<file path="config.mk">
export PLATFORM = sky130hd
export DESIGN_NAME = idct_mul_sched
export DESIGN_NICKNAME = d
export VERILOG_FILES = /design/src/rtl/idct_mul_sched.sv
export SDC_FILE = /design/constraint.sdc
export NUM_CORES = 1
export LEC_CHECK = 0
export BUFFER_PORTS_ARGS = -buffer_cell sky130_fd_sc_hd__buf_2
export CAP_MARGIN = 25
export CORE_ASPECT_RATIO = 1.25
export CORE_MARGIN = 2
export CORE_UTILIZATION = 48
export CTS_BUF_LIST = sky130_fd_sc_hd__clkbuf_4 sky130_fd_sc_hd__clkbuf_8 sky130_fd_sc_hd__clkbuf_16
export CTS_CLUSTER_DIAMETER = 40
export DETAILED_ROUTE_END_ITERATION = 8
export GPL_ROUTABILITY_DRIVEN = 1
export PLACE_DENSITY = 0.74
export SLEW_MARGIN = 25
export SYNTH_ARGS = -nofsm -noshare
export SYNTH_HDL_FRONTEND = slang
export SYNTH_SLANG_ARGS = --single-unit
</file>
<file path="constraint.sdc">
create_clock -name clk -period 1.67 [get_ports clk]
set_input_delay 0 -clock clk [delete_from_list [all_inputs] [get_ports clk]]
set_output_delay 0 -clock clk [all_outputs]
set_load 0.005 [all_outputs]
</file>
<file path="src/rtl/idct_mul_sched.sv">
`default_nettype none
// ============================================================================
// Module   : idct_mul_sched
// Brief    : Block sequencer for the configurable-precision IDCT multiplier
//            wrapper (LOAD -> ROW -> COL -> FLUSH) with product valid strobe.
//            Optional perf counters enabled by defining IDCT_SCHED_PERF_EN.
// Revision : 1.0 - initial release
// ============================================================================
module idct_mul_sched #(
    parameter int LOAD_LEN = 64,
    parameter int PASS_LEN = 64,
    parameter int PIPE_LAT = 2,
    parameter int CNT_W    = 9
) (
    input  logic             clk,
    input  logic             rstN,
    input  logic             start,
    input  logic             apx_row,
    input  logic             apx_col,
    input  logic             stall,
    output logic [2:0]       state,
    output logic [CNT_W-1:0] count0,
    output logic             racc,
    output logic             rapx,
    output logic             rstP,
    output logic             busy,
    output logic             out_valid,
`ifdef IDCT_SCHED_PERF_EN
    output logic [15:0]      apx_cycles,
    output logic [15:0]      stall_cycles,
`endif
    output logic             done
);

    typedef enum logic [2:0] {
        S_IDLE  = 3'b000,
        S_LOAD  = 3'b001,
        S_ROW   = 3'b010,
        S_COL   = 3'b011,
        S_FLUSH = 3'b100
    } state_t;

    localparam logic [CNT_W-1:0] LOAD_LAST  = CNT_W'(LOAD_LEN - 1);
    localparam logic [CNT_W-1:0] PASS_LAST  = CNT_W'(PASS_LEN - 1);
    localparam logic [CNT_W-1:0] FLUSH_LAST = CNT_W'(PIPE_LAT - 1);

    state_t              cur_state;
    state_t              state_nxt;
    logic [CNT_W-1:0]    count_nxt;
    logic                accept;
    logic                done_nxt;
    logic                rapx_nxt;
    logic                apx_row_q;
    logic                apx_col_q;
    logic                in_pass;
    logic                feed;
    logic [PIPE_LAT-1:0] vld_pipe;

    assign state   = cur_state;
    assign in_pass = (cur_state == S_ROW) || (cur_state == S_COL);
    assign feed    = in_pass && !stall;

    always_comb begin
        state_nxt = cur_state;
        count_nxt = count0;
        accept    = 1'b0;
        done_nxt  = 1'b0;
        case (cur_state)
            S_IDLE: begin
                if (start) begin
                    state_nxt = S_LOAD;
                    count_nxt = '0;
                    accept    = 1'b1;
                end
            end
            S_LOAD: begin
                if (count0 == LOAD_LAST) begin
                    state_nxt = S_ROW;
                    count_nxt = '0;
                end else begin
                    count_nxt = count0 + CNT_W'(1);
                end
            end
            S_ROW, S_COL: begin
                if (!stall) begin
                    if (count0 == PASS_LAST) begin
                        state_nxt = (cur_state == S_ROW) ? S_COL : S_FLUSH;
                        count_nxt = '0;
                    end else begin
                        count_nxt = count0 + CNT_W'(1);
                    end
                end
            end
            S_FLUSH: begin
                if (count0 == FLUSH_LAST) begin
                    state_nxt = S_IDLE;
                    count_nxt = '0;
                    done_nxt  = 1'b1;
                end else begin
                    count_nxt = count0 + CNT_W'(1);
                end
            end
            default: begin
                state_nxt = S_IDLE;
                count_nxt = '0;
            end
        endcase
    end

    // Mode flops are already latched by the time ROW is entered, so decode from them directly.
    always_comb begin
        rapx_nxt = 1'b0;
        case (state_nxt)
            S_ROW:          rapx_nxt = apx_row_q;
            S_COL, S_FLUSH: rapx_nxt = apx_col_q;
            default:        rapx_nxt = 1'b0;
        endcase
    end

    always_ff @(posedge clk or negedge rstN) begin
        if (!rstN) begin
            cur_state <= S_IDLE;
            count0    <= '0;
            racc      <= 1'b1;
            rapx      <= 1'b0;
            rstP      <= 1'b1;
            busy      <= 1'b0;
            done      <= 1'b0;
            apx_row_q <= 1'b0;
            apx_col_q <= 1'b0;
            vld_pipe  <= '0;
        end else begin
            cur_state <= state_nxt;
            count0    <= count_nxt;
            racc      <= (state_nxt == S_IDLE);
            rapx      <= rapx_nxt;
            rstP      <= (state_nxt == S_IDLE);
            busy      <= (state_nxt != S_IDLE);
            done      <= done_nxt;
            vld_pipe  <= (vld_pipe << 1) | PIPE_LAT'(feed);
            if (accept) begin
                apx_row_q <= apx_row;
                apx_col_q <= apx_col;
            end
        end
    end

    assign out_valid = vld_pipe[PIPE_LAT-1];

`ifdef IDCT_SCHED_PERF_EN
    always_ff @(posedge clk or negedge rstN) begin
        if (!rstN) begin
            apx_cycles   <= '0;
            stall_cycles <= '0;
        end else if (accept) begin
            apx_cycles   <= '0;
            stall_cycles <= '0;
        end else if (in_pass) begin
            if (stall) begin
                if (stall_cycles != 16'hFFFF)
                    stall_cycles <= stall_cycles + 16'd1;
            end else if (rapx) begin
                if (apx_cycles != 16'hFFFF)
                    apx_cycles <= apx_cycles + 16'd1;
            end
        end
    end
`endif

endmodule
`default_nettype wire
</file>
==> flow_summary_export.csv, run 1 <==
group,metric,value,unit
pwr,power.density,1071,nW/um^2
detailed_routing,num_vias,1130,
synth,ys_ff_latch,20,
synth,synth_top_cell_by_area,"dfrtp_1",
placement,place_congestion,0.8700,
grt,grt_pass1_wl,4947,um
cells_and_area,area_delta_synth_final,43.41,%
cells_and_area,drive_gt1_share,50.00,%
timing,fin_skew,1.771,ps
outcome,violations,"negative setup slack",
cts,cts_sinks,20,
synth,synth_warnings,0,
cells_and_area,nets,171,
synth,seq_area_frac_synth,44.07,%
critical_path,cp-end-kind,"flop",
placement,place_hpwl,2218,um
critical_path,critical_path_class,"reg2reg",
floorplanning,ios,24,
synth,synthArstFlopShare,100.0,%
critical_path,cp-start-kind,"flop",
floorplanning,fp.coreArea,2235,sq um
timing,worst_pin_slew,458.2,ps
cts,max-clock-path-buffers,2,
detailed_routing,antenna_left,0,
grt,grt_usage,25.18,%
timing,setup_ws,-18.48,ps
floorplanning,die-area,2780,sq um
critical_path,required,1890,ps
synth,syn_nets,117,
placement,dp_slack,-14.45,ps
timing,rsz0062_at_grt,"true",
cts,cts_tree,"done",
cells_and_area,fill_cells,172,
detailed_routing,viasPerCell,5.855,
timing,fin_crit,1688,ps
min_path,worst_hold_path_type,"in2async",
run,drv_cap,0,
timing,maxSlewHeadroom,69.17,%
cts,cts.clk_slew.worst_paths,120,ps
detailed_routing,wl_per_cell,17.01,um
detailed_routing,drc_errors,0,
grt,grt_max_degree,21,
synth,syn_avg_cell_area,10.45,sq um
grt,antenna_found_initial,0,
detailed_routing,wirelength,3282,um
floorplanning,die_w,47.56,um
critical_path,crit_fanout,3,
timing,fmax,592.2,MHz
outcome,status,"finished with violations",
timing,drv_slew,0,
synth,ys_top_cells_by_area,"dfrtp_1 (42%), nand2_1 (4.6%), o211ai_1 (4.0%)",
floorplanning,die_y,58.46,um
floorplanning,num_rows,19,
synth,synth_flop_cell,"dfrtp_1",
placement,io_buffers,23,
cells_and_area,post-route-util,73.07,%
synth,synthTopCellsByCount,"dfrtp_1 (19), nand2_1 (14), nor2_1 (8)",
synth,synth_top_area_share,41.76,%
synth,yosysMostFrequentCell,"dfrtp_1",
cts,cts_root_buf,"clkbuf_4",
timing,setup_viol,1,
timing,fin_crit_sh,101.1,%
synth,yosysUniqueCellTypes,43,
synth,synthesis.area,1139,sq um
pwr,irDropWorstVdd,1037,uV
floorplanning,initial_utilization,50.95,%
cells_and_area,diodes,0,
grt,grt_pass1_vias,1069,
cts,cts_buffers,3,
timing,hold_viol_final,0,
critical_path,critPathArrivalTime,1910,ps
cts,clk_latency,310,ps
detailed_routing,drt-initial-drc-count,33,
synth,synth_edf_count,0,
grt,grt_overflow,0,
detailed_routing,firstDrtPassIters,4,
cts,htreeDepth,1,
pwr,power.leakage,0.7125,nW
synth,postSynthCellCount,109,
## layout make-up
| class | count | area, sq um | share of cell area, % |
|---|---|---|---|
| Inverter | 5 | 18.77 | 1.149 |
| Tap cell | 31 | 38.79 | 2.375 |
| Multi-Input combinational cell | 78 | 660.6 | 40.46 |
| Timing Repair Buffer | 55 | 376.6 | 23.07 |
| Sequential cell | 20 | 501.7 | 30.73 |
| Clock buffer | 4 | 36.28 | 2.222 |
## through the flow
stage | instances | setup TNS (ps) | cell area, sq um | total power (W) | hold slack, ps
after global placement | 178 | 0 | 1403 | 0.001304 | -37.94
after global routing | 193 | -534.9 | 1633 | 0.001846 | 211.6
after detailed placement | 178 | -14.45 | 1403 | 0.001339 | -26.89
final | 193 | -18.48 | 1633 | 0.001749 | 151.4
after CTS | 189 | 0 | 1538 | 0.001654 | 163.7
after floorplan | 109 | 0 | 1141 | 0.001015 | -295.6
## report_power, final
part	internal, W	leakage, nW	switching, W
clock network	0.000133	0.0210	0.000161
registers	0.000567	0.215	0.0000839
logic	0.000379	0.476	0.000425
## cells in the final DEF (no fill, tap or decap), types with 4 or more instances in the layout
master,netlist,final
buf_4,1,25
buf_2,1,23
dfrtp_1,19,19
nand2_1,14,14
nor2_1,8,7
o211ai_1,6,6
inv_1,5,5
dlygate4sd3_1,0,4
## flip-flops by register name (all words and copies together), names as in the netlist
name and cells:
count0 9, state 3, vld_pipe 2, apx_col_q 1, apx_row_q 1, busy 1, done 1, rapx 1
rstP 1
## worst paths after layout
path	from	end	slack [ps]	cells after the start
max in group asynchronous	rstN	rstP	1170	2
worst min register to register	vld_pipe[0]	vld_pipe[1]	360	0
worst min-delay path	rstN	vld_pipe[1]	150	2
worst max register to register	count0[6]	rapx	-20	5
worst max-delay path	count0[6]	rapx	-20	5
min in group clk	start	apx_row_q	270	5
## critical path: stages, from the launching register on
cell	delay (ps)
dfrtp_1	430
nor3_4	260
buf_4	170
a41oi_2	130
a311o_1	360
o32ai_1	240
## timing repair
item                                    in CTS  in global routing
resized for setup                            5                 14
buffers inserted                             3                  4
pin swaps                                    1                 12
cloned                                       0                  0
endpoints found under the setup margin       2                 14
endpoints found under the hold margin       23                  0
hold buffers                                 4                  0
## layer usage
metal | GRT usage, % | vias up | wire length [um]
li1 | - | 513 | -
met1 | 30.51 | 568 | 1308
met2 | 43.05 | 38 | 1753
met3 | 1.227 | 11 | 109
met4 | 13.51 | 0 | 110
met5 | 0 | - | 0
## cells by family (layout without fill, tap and decap cells)
| kind of cell | count (synthesis) | count (layout) | synth area share (%) |
|---|---|---|---|
| AND/OR/NAND/NOR | 46 | 46 | 22.42 |
| multiplexers | 1 | 1 | 0.9889 |
| AO/OA/AOI/OAI | 29 | 29 | 24.29 |
| buffers and inverters | 11 | 64 | 6.043 |
| adder cells (fa/ha/maj) | 2 | 2 | 2.197 |
| flip-flops | 20 | 20 | 44.07 |
No activity file was read; power rests on OpenSTA's default activity.
==> run 2: changes to the inputs <==
- ABC_AREA: unset -> 1
- CORE_UTILIZATION: 48 -> 47
==> flow_summary_export.csv, run 2 <==
group,metric,value,unit
detailed_routing,wirelength,2434,um
synth,synthArstFlopShare,100.0,%
cts,max-clock-path-buffers,2,
timing,fin_crit,1505,ps
cts,clk_latency,310,ps
floorplanning,initial_utilization,49.37,%
grt,grt_pass1_vias,992,
timing,setup_viol,0,
synth,yosysMostFrequentCell,"nand2_1",
detailed_routing,antenna_left,0,
synth,synth_flop_cell,"dfrtp_1",
synth,synthTopCellsByCount,"nand2_1 (32), nor2_1 (24), dfrtp_1 (19)",
cells_and_area,final_common_cell,"nand2_1",
critical_path,critical_path_class,"reg2reg",
critical_path,cp-end-kind,"flop",
grt,grt_overflow,0,
timing,drv_slew,0,
synth,synth_top_area_share,44.03,%
cts,cts.clk_slew.worst_paths,130,ps
critical_path,crit_family,"simple AND/OR/NAND/NOR gates",
timing,worst_pin_slew,462.5,ps
min_path,holdPathStages,5,
timing,fin_skew,13.67,ps
synth,synthesis.area,1080,sq um
cells_and_area,largest-register,"count0",
timing,maxSlewHeadroom,69.16,%
cts,cts_sinks,20,
timing,fin_hold_ws,73.96,ps
pwr,power.leakage,0.7105,nW
cts,cts_buffers,3,
pwr,irDropWorstVdd,663.8,uV
synth,syn_nets,144,
critical_path,cp-start-kind,"flop",
floorplanning,die-area,2699,sq um
critical_path,critPathArrivalTime,1740,ps
floorplanning,die_w,46.87,um
cells_and_area,area_delta_synth_final,22.60,%
pwr,power.density,1083,nW/um^2
grt,grt_pass1_wl,4126,um
critical_path,crit_chain,"inv_1, ha_1, inv_1, nor2_1, nand2_1, nor2_1, nor2_1, inv_1, o21ai_1, nor3_2",
cells_and_area,final_cells,198,
detailed_routing,drc_errors,0,
synth,ys_ff_latch,20,
placement,dpl.cell_count,188,
floorplanning,num_rows,19,
detailed_routing,wl_per_cell,12.29,um
cells_and_area,nets,176,
detailed_routing,viasPerCell,5.152,
floorplanning,die_y,57.59,um
synth,synth_top_cell_by_area,"dfrtp_1",
synth,yosysUniqueCellTypes,25,
timing,fmax,664.5,MHz
critical_path,crit_fanout,3,
timing,tns,0,ps
critical_path,reg2reg_depth,10,
min_path,worst_hold_path_type,"in2reg",
floorplanning,ios,24,
run,drv_cap,0,
critical_path,slowest_stage,"dfrtp_1",
critical_path,reg2reg_slack,170,ps
synth,synth_edf_count,0,
critical_path,critical_path_depth,10,
detailed_routing,drt-initial-drc-count,32,
synth,syn_avg_cell_area,7.940,sq um
critical_path,startpoint,"count0[1]",
critical_path,slowest_delay,430,ps
timing,hold_viol_final,0,
cts,cts_tree,"done",
critical_path,required,1910,ps
timing,setup_ws,165.2,ps
critical_path,endpoint,"rstP",
grt,grt_max_degree,21,
timing,rsz0062_at_grt,"false",
critical_path,path_buf_inv,3,
placement,place_congestion,0.8735,
cts,htreeDepth,1,
grt,grt_usage,20.77,%
synth,synth_warnings,0,
critical_path,r2r_start,"count0[1]",
synth,ys_top_cells_by_area,"dfrtp_1 (44%), nand2_1 (11%), nor2_1 (8.3%)",
cts,cts_root_buf,"clkbuf_4",
timing,fin_crit_sh,90.11,%
synth,postSynthCellCount,136,
detailed_routing,firstDrtPassIters,4,
placement,place_hpwl,1819,um
placement,io_buffers,23,
outcome,status,"complete, no violations",
grt,antenna_found_initial,0,
cells_and_area,final_cell_mix,"nand2_1 (32), nor2_1 (24), buf_2 (23), dfrtp_1 (18), inv_1 (14)",
pwr,total_power,0.001433,W
detailed_routing,num_vias,1020,
floorplanning,fp.coreArea,2187,sq um
cells_and_area,diodes,0,
critical_path,r2r-end,"rstP",
synth,seq_area_frac_synth,46.47,%
placement,dp_slack,141.1,ps
cells_and_area,largest_reg_flops,9,
cells_and_area,drive_gt1_share,29.34,%
==> run 2: changes by cell type in the layout (fill, tap and decap cells not counted), sizes merged, moves of 6 or more <==
cell / before / now
o211ai: 6 / 0
buf: 51 / 25
nand3: 3 / 11
nand2: 14 / 36
nor2: 8 / 27
inv: 5 / 19
==> run 2: power breakdown <==
| part | internal [W] | switching (W) | leakage (nW) | total, W |
|---|---|---|---|---|
| combinational | 0.000176 | 0.000212 | 0.426 | 0.000388 |
| clock | 0.000243 | 0.000157 | 0.0279 | 0.000400 |
| sequential | 0.000559 | 0.0000865 | 0.256 | 0.000646 |
==> run 2: what timing repair did <==
item,in CTS,in global routing
endpoints found under the hold margin,23,0
hold buffers,4,0
resized for setup,0,1
endpoints found under the setup margin,0,2
buffers inserted,0,2
==> run 2: worst min-delay path by stage <==
stage                     start   endpoint
after global routing      start  apx_row_q
after detailed placement   rstN  count0[2]
after floorplan            rstN  apx_col_q
after CTS                 start  apx_col_q
after global placement     rstN  count0[2]
final                     start  apx_col_q
==> run 2: cell families (layout without fill, tap and decap cells) <==
group	count (synthesis)	count (layout)	synth area share [%]
AOI/OAI and AO/OA	11	11	6.606
DFF	20	20	46.47
xor gates and xnor gates	3	3	2.434
and+or+nand+nor	79	79	33.84
buffers and inverters	21	52	8.343
adders and majority gates	2	2	2.317
==> run 2: tightest hold or removal path, stage by stage <==
cell	delay (ps)
buf_2	90
inv_1	80
nor3_2	80
nand2_1	50
nand2_1	40
==> run 2: layout make-up <==
class / count / area, sq um
fill: 196 / 863.3
sequential: 20 / 503.0
multi-input combinational: 95 / 488.0
timing repair buffer: 29 / 170.2
inverter: 19 / 71.32
tap: 31 / 38.79
clock inverter: 1 / 30.03
clock buffer: 3 / 22.52
==> run 2: stage by stage <==
stage,instance area [sq um],util [%]
after global placement,1215,55.55
after CTS,1308,59.78
final,1324,60.53
after detailed placement,1215,55.55
after global routing,1324,60.53
after floorplan,1080,-
==> run 2: metal layers <==
layer  global-route usage, %  vias to the layer above  part of all wire, %
met3                   2.532                       15                  5.2
li1                        -                      489                    -
met1                   27.61                      471                   41
met4                   13.10                        0                  3.9
met5                       0                        -                    0
met2                   31.12                       45                   50
==> run 3: changes to the inputs <==
- CORE_UTILIZATION: 47 -> 52
- PLACE_DENSITY: 0.74 -> 0.77
- clock period: 1.67 -> 1.7 ns (I/O delays scaled with it)
==> flow_summary_export.csv, run 3 (same netlist as run 2, synthesis figures left out) <==
group,metric,value,unit
detailed_routing,antenna_left,0,
cts,cts_sinks,20,
cells_and_area,fill_cells,166,
pwr,irDropWorstVdd,596.6,uV
cells_and_area,final_common_cell,"nand2_1",
critical_path,cp-start-kind,"flop",
detailed_routing,firstDrtPassIters,4,
cells_and_area,largest-register,"count0",
cells_and_area,multi_input_area,488.0,sq um
timing,fin_crit_sh,91.95,%
critical_path,critPathArrivalTime,1770,ps
critical_path,cp-end-kind,"flop",
grt,grt_overflow,0,
cts,cts_tree,"done",
cts,max-clock-path-buffers,2,
floorplanning,ios,24,
cts,cts.clk_slew.worst_paths,120,ps
pwr,power.density,1056,nW/um^2
placement,place_hpwl,1638,um
timing,rsz0062_at_grt,"false",
cells_and_area,final_cell_mix,"nand2_1 (32), nor2_1 (24), buf_2 (23), dfrtp_1 (19), inv_1 (14)",
critical_path,required,1910,ps
placement,place_congestion,0.8657,
timing,fin_skew,4.531,ps
timing,worst_pin_slew,447.5,ps
cells_and_area,largest_reg_flops,9,
run,drv_cap,0,
cells_and_area,diodes,0,
timing,tns,0,ps
cts,cts_buffers,3,
cts,htreeDepth,1,
cts,cts_root_buf,"clkbuf_4",
cells_and_area,nets,174,
cells_and_area,register_area,501.7,sq um
timing,drv_slew,0,
grt,grt_usage,19.74,%
cells_and_area,area_delta_synth_final,19.81,%
floorplanning,initial_utilization,55.11,%
critical_path,crit_fanout,6,
critical_path,crit_chain,"ha_1, nand3_2, nor2_4, nand3_1, nand2_1, inv_1, nand2_2, nand2_2, nor2_1, nand2_1",
timing,setup_viol,0,
floorplanning,die_y,54.95,um
critical_path,critical_path_class,"reg2reg",
detailed_routing,wl_per_cell,12.05,um
grt,grt_pass1_wl,3546,um
timing,fmax,639.7,MHz
grt,grt_pass1_vias,870,
cells_and_area,drive_gt1_share,27.88,%
detailed_routing,wirelength,2230,um
critical_path,slowest_stage,"dfrtp_1",
cells_and_area,final_cells,185,
grt,grt_max_degree,21,
floorplanning,die-area,2459,sq um
grt,antenna_found_initial,0,
timing,hold_viol_final,0,
min_path,worst_hold_path_type,"in2reg",
outcome,status,"complete, no violations",
placement,dpl.cell_count,177,
detailed_routing,drc_errors,0,
timing,fin_crit,1563,ps
placement,io_buffers,23,
pwr,power.leakage,0.7018,nW
floorplanning,fp.coreArea,1959,sq um
floorplanning,num_rows,18,
cts,clk_latency,310,ps
detailed_routing,drt-initial-drc-count,21,
floorplanning,die_w,44.76,um
detailed_routing,viasPerCell,5.022,
critical_path,slowest_delay,450,ps
timing,maxSlewHeadroom,70.17,%
detailed_routing,num_vias,929,
run 3: area by class of cell:
class,instances,area share (%)
sequential,20,38.78
inverter,19,5.513
multi-input combinational,95,37.72
tap,20,1.934
clock inverter,1,2.321
timing repair buffer,27,11.99
clock buffer,3,1.741
run 3: final timing paths:
path                          endpoint  slack [ps]         from  cells past startpoint
setup / recovery                  busy         140    count0[0]                     10
hold / removal               apx_col_q          70        start                      5
setup reg to reg                  busy         140    count0[0]                     10
hold reg to reg            vld_pipe[1]         370  vld_pipe[0]                      0
max in group asynchronous         rstP        1210         rstN                      2
min in group asynchronous    count0[1]         150         rstN                      2
run 3: timing repair:
item,4_1_cts,5_1_grt
buffers inserted,0,0
gates resized for setup,0,0
endpoints found under the hold margin,23,0
hold buffers,4,0
run 3: worst max-delay path, delay by kind of cell, from the launching register on:
family / cells / cell delay [ps]
buf+inv: 1 / 60
flops: 1 / 450
fa+ha+maj: 1 / 220
simple gates: 8 / 720
run 3: report_power, final:
| group | leakage (nW) | switching (W) | internal [W] |
|---|---|---|---|
| Clock | 0.0279 | 0.000155 | 0.000238 |
| Combinational | 0.416 | 0.000190 | 0.000146 |
| Sequential | 0.257 | 0.0000882 | 0.000547 |
run 3: per-stage QoR:
| stage | utilization [%] | power [W] | cell area [sq um] | setup WS [ps] | hold slack (ps) |
|---|---|---|---|---|---|
| detailed placement | 61.30 | 0.0009734 | 1201 | 146.1 | -25.06 |
| global route | 66.03 | 0.001448 | 1294 | 19.13 | 95.33 |
| floorplan | - | 0.0008522 | 1080 | 299.1 | -295.6 |
| finish | 66.03 | 0.001366 | 1294 | 136.8 | 68.35 |
| global placement | 61.30 | 0.0009609 | 1201 | 246.3 | -38.49 |
| CTS | 66.03 | 0.001372 | 1294 | 128.2 | 65.87 |
run 3: layer usage:
layer  part of all wire, %  vias to the layer above  track usage (%)  wire length, um
li1                      -                      484                -                -
met1                    46                      416            25.05             1030
met2                    49                       24            35.27             1100
met3                   2.6                        5            1.948               58
met4                   1.8                        0            6.061               40
met5                     0                        -                0                0
